## src/rtl/coherence_bus_ctrl.sv

```systemverilog
// coherence_bus_ctrl: round-robin MSI bus controller between two dcaches and a single-ported RAM
module coherence_bus_ctrl #(
  parameter int ADDR_W = 32,
  parameter int BLK_WORDS = 2
) (
  input  logic                   CLK,
  input  logic                   nRST,
  input  logic [1:0]             dREN,
  input  logic [1:0]             dWEN,
  input  logic [1:0][ADDR_W-1:0] daddr,
  input  logic [1:0][ADDR_W-1:0] dstore,
  input  logic [1:0]             cctrans,
  input  logic [1:0]             ccwrite,
  output logic [1:0]             dwait,
  output logic [1:0][ADDR_W-1:0] dload,
  output logic [1:0]             ccwait,
  output logic [1:0]             ccinv,
  output logic [1:0][ADDR_W-1:0] ccsnoopaddr,
  output logic                   ramREN,
  output logic                   ramWEN,
  output logic [ADDR_W-1:0]      ramaddr,
  output logic [ADDR_W-1:0]      ramstore,
  input  logic [ADDR_W-1:0]      ramload,
  input  logic                   ramwait
);
  localparam int CW = BLK_WORDS > 1 ? $clog2(BLK_WORDS) : 1;
  typedef enum logic [2:0] {IDLE, SNOOP, C2C, MEMRD, WB, DONE} state_t;
  state_t              state_q;
  logic                r_q, rr_q, coh_q, inv_q;
  logic [CW-1:0]       cnt_q;
  logic [ADDR_W-1:0]   saddr_q;
  logic [1:0]          pend;
  logic                r_d, s, en, acc, last, snp;
  // Grant selection and word-accept qualification; the snooper is always the other core
  always_comb begin
    pend = cctrans | dREN | dWEN;
    r_d  = &pend ? rr_q : pend[1];
    s    = ~r_q;
    en   = state_q == C2C ? dWEN[s] : state_q == MEMRD ? dREN[r_q] : state_q == WB ? dWEN[r_q] : 1'b0;
    acc  = en & ~ramwait;
    last = cnt_q == CW'(BLK_WORDS - 1);
    snp  = coh_q & (state_q inside {SNOOP, C2C, MEMRD, WB});
  end
  // Transaction sequencer: grant, snoop, transfer words, then a one-cycle DONE gap
  always_ff @(posedge CLK or negedge nRST) begin
    if (!nRST) begin
      state_q <= IDLE;
      r_q     <= 1'b0;
      rr_q    <= 1'b0;
      coh_q   <= 1'b0;
      inv_q   <= 1'b0;
      cnt_q   <= '0;
      saddr_q <= '0;
    end else begin
      case (state_q)
        IDLE: if (|pend) begin
          r_q     <= r_d;
          coh_q   <= cctrans[r_d];
          state_q <= cctrans[r_d] ? SNOOP : dWEN[r_d] ? WB : MEMRD;
        end
        SNOOP: begin
          inv_q   <= ccwrite[r_q];
          saddr_q <= daddr[r_q];
          state_q <= ccwrite[s] ? C2C : dREN[r_q] ? MEMRD : DONE;
        end
        C2C, MEMRD, WB: if (acc) begin
          cnt_q <= last ? '0 : cnt_q + CW'(1);
          if (last) state_q <= DONE;
        end
        DONE: begin
          cnt_q   <= '0;
          coh_q   <= 1'b0;
          rr_q    <= ~r_q;
          state_q <= IDLE;
        end
        default: state_q <= IDLE;
      endcase
    end
  end
  // Bus outputs: snoop signals live in SNOOP and held from registers during the transfer
  always_comb begin
    dwait       = 2'b11;
    dload       = '0;
    ccwait      = 2'b00;
    ccinv       = 2'b00;
    ccsnoopaddr = '0;
    ramREN      = 1'b0;
    ramWEN      = 1'b0;
    ramaddr     = '0;
    ramstore    = '0;
    if (snp) begin
      ccwait[s]      = 1'b1;
      ccinv[s]       = state_q == SNOOP ? ccwrite[r_q] : inv_q;
      ccsnoopaddr[s] = state_q == SNOOP ? daddr[r_q] : saddr_q;
    end
    case (state_q)
      C2C: begin
        ramWEN     = dWEN[s];
        ramaddr    = daddr[s];
        ramstore   = dstore[s];
        dload[r_q] = dstore[s];
        dwait[s]   = ~acc;
        dwait[r_q] = ~acc;
      end
      MEMRD: begin
        ramREN     = dREN[r_q];
        ramaddr    = daddr[r_q];
        dload[r_q] = ramload;
        dwait[r_q] = ~acc;
      end
      WB: begin
        ramWEN     = dWEN[r_q];
        ramaddr    = daddr[r_q];
        ramstore   = dstore[r_q];
        dwait[r_q] = ~acc;
      end
      default: ;
    endcase
  end
endmodule

```

## config.mk

```make
export PLATFORM = sky130hd
export DESIGN_NAME = coherence_bus_ctrl
export DESIGN_NICKNAME = d
export VERILOG_FILES = /design/src/rtl/coherence_bus_ctrl.sv
export SDC_FILE = /design/constraint.sdc
export NUM_CORES = 1
export LEC_CHECK = 0
export ABC_AREA = 1
export CORE_AREA = 2 2 144 146
export DETAILED_ROUTE_END_ITERATION = 6
export DIE_AREA = 0 0 146 148
export PLACE_DENSITY = 0.69
export SLEW_MARGIN = 10
export SYNTH_ARGS = -nofsm -noshare
export SYNTH_HDL_FRONTEND = slang
export SYNTH_SLANG_ARGS = --single-unit
```

## constraint.sdc

```tcl
create_clock -name CLK -period 2.1 [get_ports CLK]
set_input_delay 0.42 -clock CLK [delete_from_list [all_inputs] [get_ports CLK]]
set_output_delay 0.42 -clock CLK [all_outputs]
set_load 0.005 [all_outputs]
```

==> PnR_summary.wiki <==
{| class="wikitable"
! Metric !! Value
|-
| Gate count after technology mapping || 784
|-
| Peak fanout along the critical path || 5
|-
| Most common library cell in the layout ignoring fill and taps || sky130_fd_sc_hd__clkdlybuf4s50_1
|-
| Chip height || 148 um
|-
| Worst setup skew after layout || 4.44 ps
|-
| Crit end category || output port
|-
| Cell Rows || 52
|-
| Leakage component of the power || 0.00601 uW
|-
| Area enclosed by the die boundary || 0.0216 mm^2
|-
| Finished Cell Area || 0.0125 mm^2
|-
| Warning count from the yosys run || 0
|-
| Netlist area before placement || 0.00471 mm^2
|-
| Total clock sinks || 40
|-
| Number of nets with antenna violations after detailed routing || 0
|-
| DP Wirelength || 20.1 mm
|-
| Proportion of synthesized chip area in sequential cells || 0.212
|-
| Worst Max-Slew Pin Slew || 661 ps
|-
| Ports || 371
|-
| Worst min path class || primary input to async pin
|-
| Pin count of the biggest net entering global routing || 29
|-
| Leading cell types in the layout, fill and taps excluded || 169 x sky130_fd_sc_hd__clkdlybuf4s50_1, 163 x sky130_fd_sc_hd__buf_2, 143 x sky130_fd_sc_hd__nor2_1, 133 x sky130_fd_sc_hd__buf_4, 72 x sky130_fd_sc_hd__nand2_1
|-
| Antenna violations before repair || 0
|-
| Synthesis-to-finish area growth || 164%
|-
| Failing checks || setup timing
|-
| Clock buffers created by TritonCTS || 5
|-
| Outcome || complete, but fails checks
|-
| Critical path data arrival time || 2080 ps
|-
| WL/cell || 20.0 um
|-
| Period utilization || 1.19
|-
| Share of the synthesized area in the top cell type || 0.212
|-
| Setup slack of the critical path after layout || -399 ps
|-
| Net Count, Synth || 955
|-
| Number of fill cells || 1696
|-
| Hold-fix buffers, CTS || 0
|-
| DR DRC count || 0
|-
| Pre-antenna DRT Iters || 5
|-
| Unrepaired setup endpoints after global routing || true
|-
| Clock input transition at the sequential cells of the worst setup and hold paths || 70 ps
|-
| Global-route total usage across every layer || 0.253
|-
| Clock tree from TritonCTS || built
|-
| Root buffer selected by CTS || sky130_fd_sc_hd__clkbuf_16
|-
| Minimum period implied by the final worst setup slack || 2500 ps
|-
| Biggest area contributors in the synthesized netlist || sky130_fd_sc_hd__dfrtp_1 21%, sky130_fd_sc_hd__nor2_1 16%, sky130_fd_sc_hd__mux2i_1 14%
|-
| Achievable clock frequency || 400 MHz
|-
| Critical R2R Launch || state_q[2]
|-
| Yosys top cell by area || sky130_fd_sc_hd__dfrtp_1
|-
| Ratio of routed vias to standard cells || 4.97
|-
| Post-route total power || 17300 uW
|-
| Total detailed-routing wirelength || 32.6 mm
|-
| Total count of hold-check failures in the final report || 0
|-
| # nets final || 1534
|-
| Cell count of the worst reg-to-reg path || 13
|-
| Power density over cell area || 1390 mW/mm^2
|-
| Pins Over Slew Limit || 0
|-
| Kind of start point of the critical path || register
|-
| Placed Instances || 1467
|-
| Relative slew slack || 0.560
|-
| Max capacitance violation total || 0
|-
| Share of layout cells above drive strength 1 || 0.556
|-
| Deepest level of the CTS H-tree || 2
|-
| Distinct cell type count of the synthesized netlist || 27
|-
| First-iteration detailed-routing DRC count || 408
|-
| CP required || 1680 ps
|-
| Number of endpoints failing setup at the final stage || 198
|-
| Vias in the first global route || 7478
|-
| Maximum VDD drop || 917 uV
|-
| Wire length of the first global-routing pass || 42.4 mm
|-
| Non-filler cells, final || 1634
|-
| Synthesized flop and latch total || 40
|-
| Final weighted congestion in routability-driven placement || 0.903
|-
| Die W || 146 um
|-
| Placeable core region || 0.0200 mm^2
|-
| Worst setup path startpoint || state_q[1]
|-
| Cell Area, Placed || 0.00946 mm^2
|-
| ANT cells || 0
|-
| Total grt overflow || 0
|-
| Max Root-Sink Buffers || 2
|-
| Starting Density || 0.235
|-
| Vias post-DR || 8125
|-
| Mean area per synthesized cell || 6.01 um^2
|-
| Number of buffers added on ports || 370
|-
| Clock latency of the later-clocked register in the worst-skew pair || 290 ps
|-
| Crit Path Class || register to output port
|}
==> final timing paths <==
kind / to / slack [ps]
max in group asynchronous: r_q / 1320
worst max register to register: saddr_q[29] / 130
worst max-delay path: ccsnoopaddr[22] / -400
worst min register to register: inv_q / 560
min in group CLK: inv_q / 560
worst min-delay path: saddr_q[14] / 150
==> cell usage after synthesis (all sizes together) <==
master and n:
nor2 211, nand2 140, o21ai 106, mux2i 64
o22ai 64, inv 54, dfrtp 40, clkbuf 34
or2 32, buf 26, a21oi 5, nand3 3
nor3 2, a211oi 1, nor3b 1, o211ai 1
==> cell type report <==
class,instances,area [um^2],share of cell area
clock buffer,5,125,0.0100
clock inverter,3,46.3,0.00372
inverter,54,235,0.0189
multi-input combinational,631,4700,0.377
sequential,40,1010,0.0809
tap,270,338,0.0271
timing repair buffer,631,6000,0.482
==> cell families (layout without fill, tap and decap cells) <==
group / Yosys count / after routing / share of synthesized area
and+or+nand+nor: 389 / 390 / 0.341
AOI/OAI and AO/OA: 177 / 177 / 0.207
buffers and inverters: 114 / 693 / 0.104
muxes: 64 / 64 / 0.136
DFF: 40 / 40 / 0.212
==> metal layers <==
metal,wire (um),up-vias,track usage
met4,1380,0,0.122
met1,12500,3880,0.283
met2,16600,410,0.460
met3,2160,80,0.0503
li1,-,3755,-
met5,0,-,0
==> metrics by stage <==
stage                     setup TNS (ps)  utilization  worst slack (ps)  hold WS (ps)
after floorplan                        0            -               258           124
after global placement            -47660        0.472              -384           480
after detailed placement          -50840        0.472              -348           482
after CTS                         -48980        0.525              -455           171
after global routing              -63180        0.622              -477           217
final                             -46700        0.622              -399           151
==> worst max-delay path, stage by stage, from the launching register on <==
cell and delay [ps]:
sky130_fd_sc_hd__dfrtp_2 440, sky130_fd_sc_hd__nand2_2 100, sky130_fd_sc_hd__nor2_4 40, sky130_fd_sc_hd__buf_6 110, sky130_fd_sc_hd__nor2_4 130, sky130_fd_sc_hd__nand2_4 80
sky130_fd_sc_hd__o21ai_4 170, sky130_fd_sc_hd__clkinv_4 120, sky130_fd_sc_hd__nand2_8 110, sky130_fd_sc_hd__buf_12 130, sky130_fd_sc_hd__buf_16 110, sky130_fd_sc_hd__buf_12 100
sky130_fd_sc_hd__nor2_4 30, sky130_fd_sc_hd__buf_2 120
==> registers in the layout, summed over array words and instances, names as in the netlist <==
signal and count:
cnt_q 1, r_q 1, saddr_q 32, state_q 3
coh_q 1, inv_q 1, rr_q 1
==> report_power, final <==
group | leakage (uW) | internal (uW) | switching (uW) | total [uW]
sequential | 0.000446 | 1170 | 166 | 1330
clock | 0.0000804 | 565 | 342 | 908
combinational | 0.00549 | 7910 | 7150 | 15100
total | 0.00601 | 9650 | 7660 | 17300
==> what timing repair did <==
| action | CTS | global route |
|---|---|---|
| setup buffers | 57 | 87 |
| pin swaps | 48 | 104 |
| endpoints found under the setup margin | 200 | 201 |
| hold endpoints to repair | 0 | 0 |
| gates cloned | 14 | 10 |
| resized for setup | 674 | 609 |
No activity file was read; power rests on OpenSTA's default activity.
